**src/rtl/mips_pkg.sv**
```systemverilog
// Shared encodings for the fetch stage: next-PC select codes, fetch FSM
// states and the default reset vector.
package mips_pkg;

  localparam logic [1:0] PCSRC_SEQ    = 2'b00;
  localparam logic [1:0] PCSRC_BRANCH = 2'b01;
  localparam logic [1:0] PCSRC_JUMP   = 2'b10;
  localparam logic [1:0] PCSRC_REG    = 2'b11;

  localparam logic [1:0] ST_BOOT = 2'b00;
  localparam logic [1:0] ST_RUN  = 2'b01;
  localparam logic [1:0] ST_HALT = 2'b10;

  localparam logic [31:0] DEFAULT_RESET_PC = 32'h0000_0000;

  function automatic logic is_word_aligned(input logic [31:0] addr);
    return (addr[1:0] == 2'b00);
  endfunction

endpackage

```
**src/rtl/pc_next.sv**
```systemverilog
// Combinational next-PC selector: sequential, PC-relative branch,
// pseudo-direct jump and register-indirect targets, all modulo 2^32.
module pc_next
  import mips_pkg::*;
(
  input  logic [31:0] pc,
  input  logic [1:0]  pc_src,
  input  logic [31:0] imm,
  input  logic [25:0] j_addr,
  input  logic [31:0] reg_target,
  output logic [31:0] pc4,
  output logic [31:0] target
);

  always_comb begin
    pc4    = pc + 32'd4;
    target = pc4;
    case (pc_src)
      PCSRC_SEQ:    target = pc4;
      // imm counts words, so the byte offset is imm << 2
      PCSRC_BRANCH: target = pc4 + {imm[29:0], 2'b00};
      PCSRC_JUMP:   target = {pc4[31:28], j_addr, 2'b00};
      PCSRC_REG:    target = reg_target;
      default:      target = pc4;
    endcase
  end

endmodule

```
**src/rtl/pc_fetch.sv**
```systemverilog
// Program counter, BOOT/RUN/HALT fetch FSM and advance counter.
// Optional PC_ALIGN_CHECK_EN halts on a misaligned target instead of masking it.
module pc_fetch
  import mips_pkg::*;
#(
  parameter logic [31:0] RESET_PC = DEFAULT_RESET_PC
) (
  input  logic        clk,
  input  logic        rst_n,
  input  logic        pc_wre,
  input  logic [1:0]  pc_src,
  input  logic [31:0] imm,
  input  logic [25:0] j_addr,
  input  logic [31:0] reg_target,
  input  logic        halt,
  output logic [31:0] i_addr,
  output logic [31:0] pc4,
  output logic        fetch_valid,
  output logic [31:0] ins_count,
  output logic        align_err
);

  logic [1:0]  state_reg;
  logic [31:0] pc_reg;
  logic [31:0] ins_count_reg;
  logic [31:0] target;
  logic [31:0] pc_load_val;
  logic        load_req;
  logic        load_pc;
  logic        go_halt;

  pc_next u_pc_next (
    .pc         (pc_reg),
    .pc_src     (pc_src),
    .imm        (imm),
    .j_addr     (j_addr),
    .reg_target (reg_target),
    .pc4        (pc4),
    .target     (target)
  );

  // A halt decoded during a stall is dropped, not deferred.
  assign load_req = (state_reg == ST_RUN) && pc_wre && !halt;

`ifdef PC_ALIGN_CHECK_EN
  logic align_fault;
  logic align_err_reg;

  assign align_fault = load_req && !is_word_aligned(target);
  assign load_pc     = load_req && !align_fault;
  assign pc_load_val = target;
  assign go_halt     = (state_reg == ST_RUN) && pc_wre && (halt || align_fault);
  assign align_err   = align_err_reg;

  always_ff @(posedge clk or negedge rst_n) begin
    if (!rst_n)
      align_err_reg <= 1'b0;
    else if (align_fault)
      align_err_reg <= 1'b1;
  end
`else
  assign load_pc     = load_req;
  assign pc_load_val = target & ~32'h3;
  assign go_halt     = (state_reg == ST_RUN) && pc_wre && halt;
  assign align_err   = 1'b0;
`endif

  always_ff @(posedge clk or negedge rst_n) begin
    if (!rst_n) begin
      state_reg     <= ST_BOOT;
      pc_reg        <= RESET_PC;
      ins_count_reg <= 32'd0;
    end else begin
      case (state_reg)
        ST_BOOT: state_reg <= ST_RUN;
        ST_RUN:  if (go_halt) state_reg <= ST_HALT;
        ST_HALT: state_reg <= ST_HALT;
        default: state_reg <= ST_HALT;
      endcase
      if (load_pc) begin
        pc_reg        <= pc_load_val;
        ins_count_reg <= ins_count_reg + 32'd1;
      end
    end
  end

  assign i_addr      = pc_reg;
  assign fetch_valid = (state_reg == ST_RUN);
  assign ins_count   = ins_count_reg;

endmodule

```
**config.mk**
```make
export PLATFORM = sky130hd
export DESIGN_NAME = pc_fetch
export DESIGN_NICKNAME = d
export VERILOG_FILES = /design/src/rtl/mips_pkg.sv /design/src/rtl/pc_next.sv /design/src/rtl/pc_fetch.sv
export SDC_FILE = /design/constraint.sdc
export NUM_CORES = 1
export LEC_CHECK = 0
export CORE_ASPECT_RATIO = 1.2
export CORE_UTILIZATION = 47
export DETAILED_ROUTE_END_ITERATION = 8
export GPL_ROUTABILITY_DRIVEN = 0
export GPL_TIMING_DRIVEN = 0
export PLACE_DENSITY_LB_ADDON = 0.15
export SETUP_SLACK_MARGIN = 0.3
export SLEW_MARGIN = 10
export SYNTH_ARGS = -nofsm -noshare
export SYNTH_HDL_FRONTEND = slang
export SYNTH_SLANG_ARGS = --single-unit
```
**constraint.sdc**
```tcl
create_clock -name clk -period 3.9 [get_ports clk]
set_clock_uncertainty 0.1 [all_clocks]
set_input_delay 0.78 -clock clk [delete_from_list [all_inputs] [get_ports clk]]
set_output_delay 0.78 -clock clk [all_outputs]
set_load 0.02 [all_outputs]
```
==> reports/results.txt <==
M1 GR Usage: 37.83%
Most crowded layer after global routing: met2
Multi-input gate area: 4642 um^2
Top post-synthesis cells by area: dfrtp_1 (28%), ha_1 (8.1%), xnor2_1 (6.6%), xor2_1 (6.0%), nand2_1 (4.8%)
Clock tree buffer depth: 2
Vias in the first global route: 6383
Cells after Synth: 651
Fraction of registers with async set or reset after synthesis: 100.0%
Register area: 1618 um^2
Element type at the critical path start: flop
Clock latency on the worst-skew pair: 350 ps
Max_cap viols: 0
Leak pwr: 3.988 nW
Final core utilization: 78.73%
Met2 usage: 56.96%
DRC viols: 0
Core ar.: 11730 um^2
Sequential element share of the synthesized area: 27.90%
R2R depth: 14
WP depth: 14
First-pass GRT wire length: 31.82 mm
Worst VDD drop: 0.0004774 V
Number of synthesis warnings: 0
Most common library cells after synthesis: nand2_1 (73), dfrtp_1 (64), nor2_1 (47)
Worst Path Buf+Inv: 2
Fin area: 9234 um^2
Placed cell area: 8162 um^2
Most frequent cell after synthesis: nand2_1
CP max stage delay: 440 ps
Setup repair after global routing missed its margin: true
DR WL/cell: 20.98 um
Routed vias/inst: 6.205
CTS tree: built
WP data required: 4030 ps
Post-synth EDFFs: 0
WP data arrival: 3920 ps
Crit path kind: reg -> reg
CP Max Fanout: 7
Antenna violations before repair: 0
FP Rows: 43
Prevailing post-synth register cell: dfrtp_1
Initial DRC count: 534
Gr usage total: 33.08%
Final setup vio count: 0
Die X-Extent: 102.9 um
Hold-fix buffers, CTS: 0
Global route overflow: 0
Detailed Route WL: 22.28 mm
Worst hold margin: 232.8 ps
Port Buffers: 183
Critical path's slowest cell: mux4_2
CP Capture Type: flop
Pins Over Slew Limit: 0
Inserted Diodes: 0
Type of the tightest min-delay check: in -> async
Post-DP HPWL: 14.99 mm
Fill cells: 807
# nets final: 1034
Crit-path cells: buf_6 -> and4_4 -> nand4_4 -> nor2_2 -> xor2_2 -> ha_1 -> a21oi_1 -> o22ai_1 -> a211oi_2 -> buf_4 -> o31ai_4 -> xor2_1 -> mux4_2 -> mux2_2
Kind of cell adding the most delay to the critical path: multiplexers
Area grow syn2layout: 60.85%
1st-pass router iterations: 5
Layout cell share with drive strength beyond 1: 24.64%
Syn avg cell area: 8.818 um^2
Clock tree sinks: 64
Yosys top cell by area: dfrtp_1
Root Driver: clkbuf_16
Initial core utilization: 48.94%
CTS Buf Count: 9
Clock Pin Slew Worst Setup and Hold Paths: 60 ps
Unique masters post-synth: 74
Largest register FFs: 32
Status: finished, final reports clean
Io pins: 194
Final Hold Viols: 0
Yosys reg bits: 64
Synth top area share: 27.90%
Die height: 123.1 um
Htree depth: 3
Fin crit period: 3792 ps
Antenna viol nets, final: 0
Total die area: 12660 um^2
Period utilisation layout: 97.23%
Vias: 6590
Largest net degree at the start of global routing: 44
Mapped cell area: 5741 um^2
GRT met3 Usage: 6.105%
Slew Limit Headroom: 41.56%
Worst-margin pin slew: 873.3 ps
FMAX: 0.2637 GHz
Pwr per Cell Area: 663.3 nW/um^2
==> worst paths after layout <==
path / start / endpoint / slack [ps]
max in group asynchronous: rst_n / i_addr[13] / 2900
max reg2reg: i_addr[8] / i_addr[20] / 110
min reg2reg: ins_count[31] / ins_count[31] / 390
min: rst_n / state_reg[1] / 230
max: i_addr[8] / i_addr[20] / 110
min in group clk: ins_count[31] / ins_count[31] / 390
==> per-stage QoR <==
stage | std cells | setup slack (ps) | total power [mW] | TNS (ps)
after global routing | 1062 | 29.57 | 6.394 | 0
after global placement | 995 | -516.8 | 4.415 | -18550
after detailed placement | 996 | -314.0 | 4.496 | -368.5
final | 1062 | 108.2 | 6.125 | 0
after floorplan | 655 | 288.0 | 3.306 | 0
after CTS | 1045 | 223.3 | 5.618 | 0
==> worst reg2reg max path, stage by stage (launching register included) <==
cell      delay (ps)
dfrtp_1          390
buf_6            150
and4_4           260
nand4_4          190
nor2_2           220
xor2_2           260
ha_1             370
a21oi_1          220
o22ai_1          140
a211oi_2         250
buf_4            180
o31ai_4           80
xor2_1           160
mux4_2           440
mux2_2           270
==> metal layers <==
layer / share of wire [%] / vias to the layer above
met2: 50 / 471
met5: 0 / -
met1: 36 / 3158
li1: - / 2859
met3: 8.8 / 102
met4: 4.7 / 0
==> kinds of logic (layout without fill, tap and decap cells) <==
group           after synthesis  count (layout)  share of synthesized area (%)
simple gates                228             228                          20.44
compound gates              157             157                          18.09
xor+xnor                     84              84                          13.27
flops                        64              64                          27.90
buf+inv                      46             296                          3.553
fa+ha+maj                    38              38                          8.413
mux                          33              33                          8.261
other cells                   1               5                        0.06533
==> power by group <==
group	switching, mW	internal (mW)	total [mW]
clock network	0.338	0.450	0.788
registers	0.334	0.825	1.16
logic	2.17	2.00	4.18
total	2.85	3.28	6.12
==> final cells by class <==
type / count / share of cell area (%)
plain buffers: 32 / 2.182
clock buffers: 10 / 2.588
clock inverters: 6 / 0.4743
inverters: 14 / 0.5691
multi-input cells: 545 / 50.27
flip-flops and latches: 64 / 17.52
well taps: 157 / 2.127
repair buffers: 234 / 24.27
==> placed cells by master (no fill, tap or decap), types with 11 or more instances in the layout <==
master / Yosys / layout
nand4_1: 16 / 16
nand3_1: 26 / 21
o21ai_0: 31 / 25
xor2_1: 39 / 30
ha_1: 37 / 27
inv_1: 14 / 14
mux4_2: 11 / 11
dfrtp_1: 64 / 51
xnor2_1: 43 / 26
nor2_1: 47 / 42
a21oi_1: 43 / 35
nand2_1: 73 / 68
dfrtp_2: 0 / 13
mux2i_1: 17 / 17
xnor2_2: 0 / 12
and3_1: 20 / 16
a21o_1: 15 / 15
clkdlybuf4s50_1: 0 / 173
buf_4: 5 / 53
==> repair_timing <==
item,CTS,global route
endpoints found under the setup margin,26,23
pin swaps,30,32
setup buffers,33,17
resized for setup,59,52
Power figures use the tool's default switching activity.
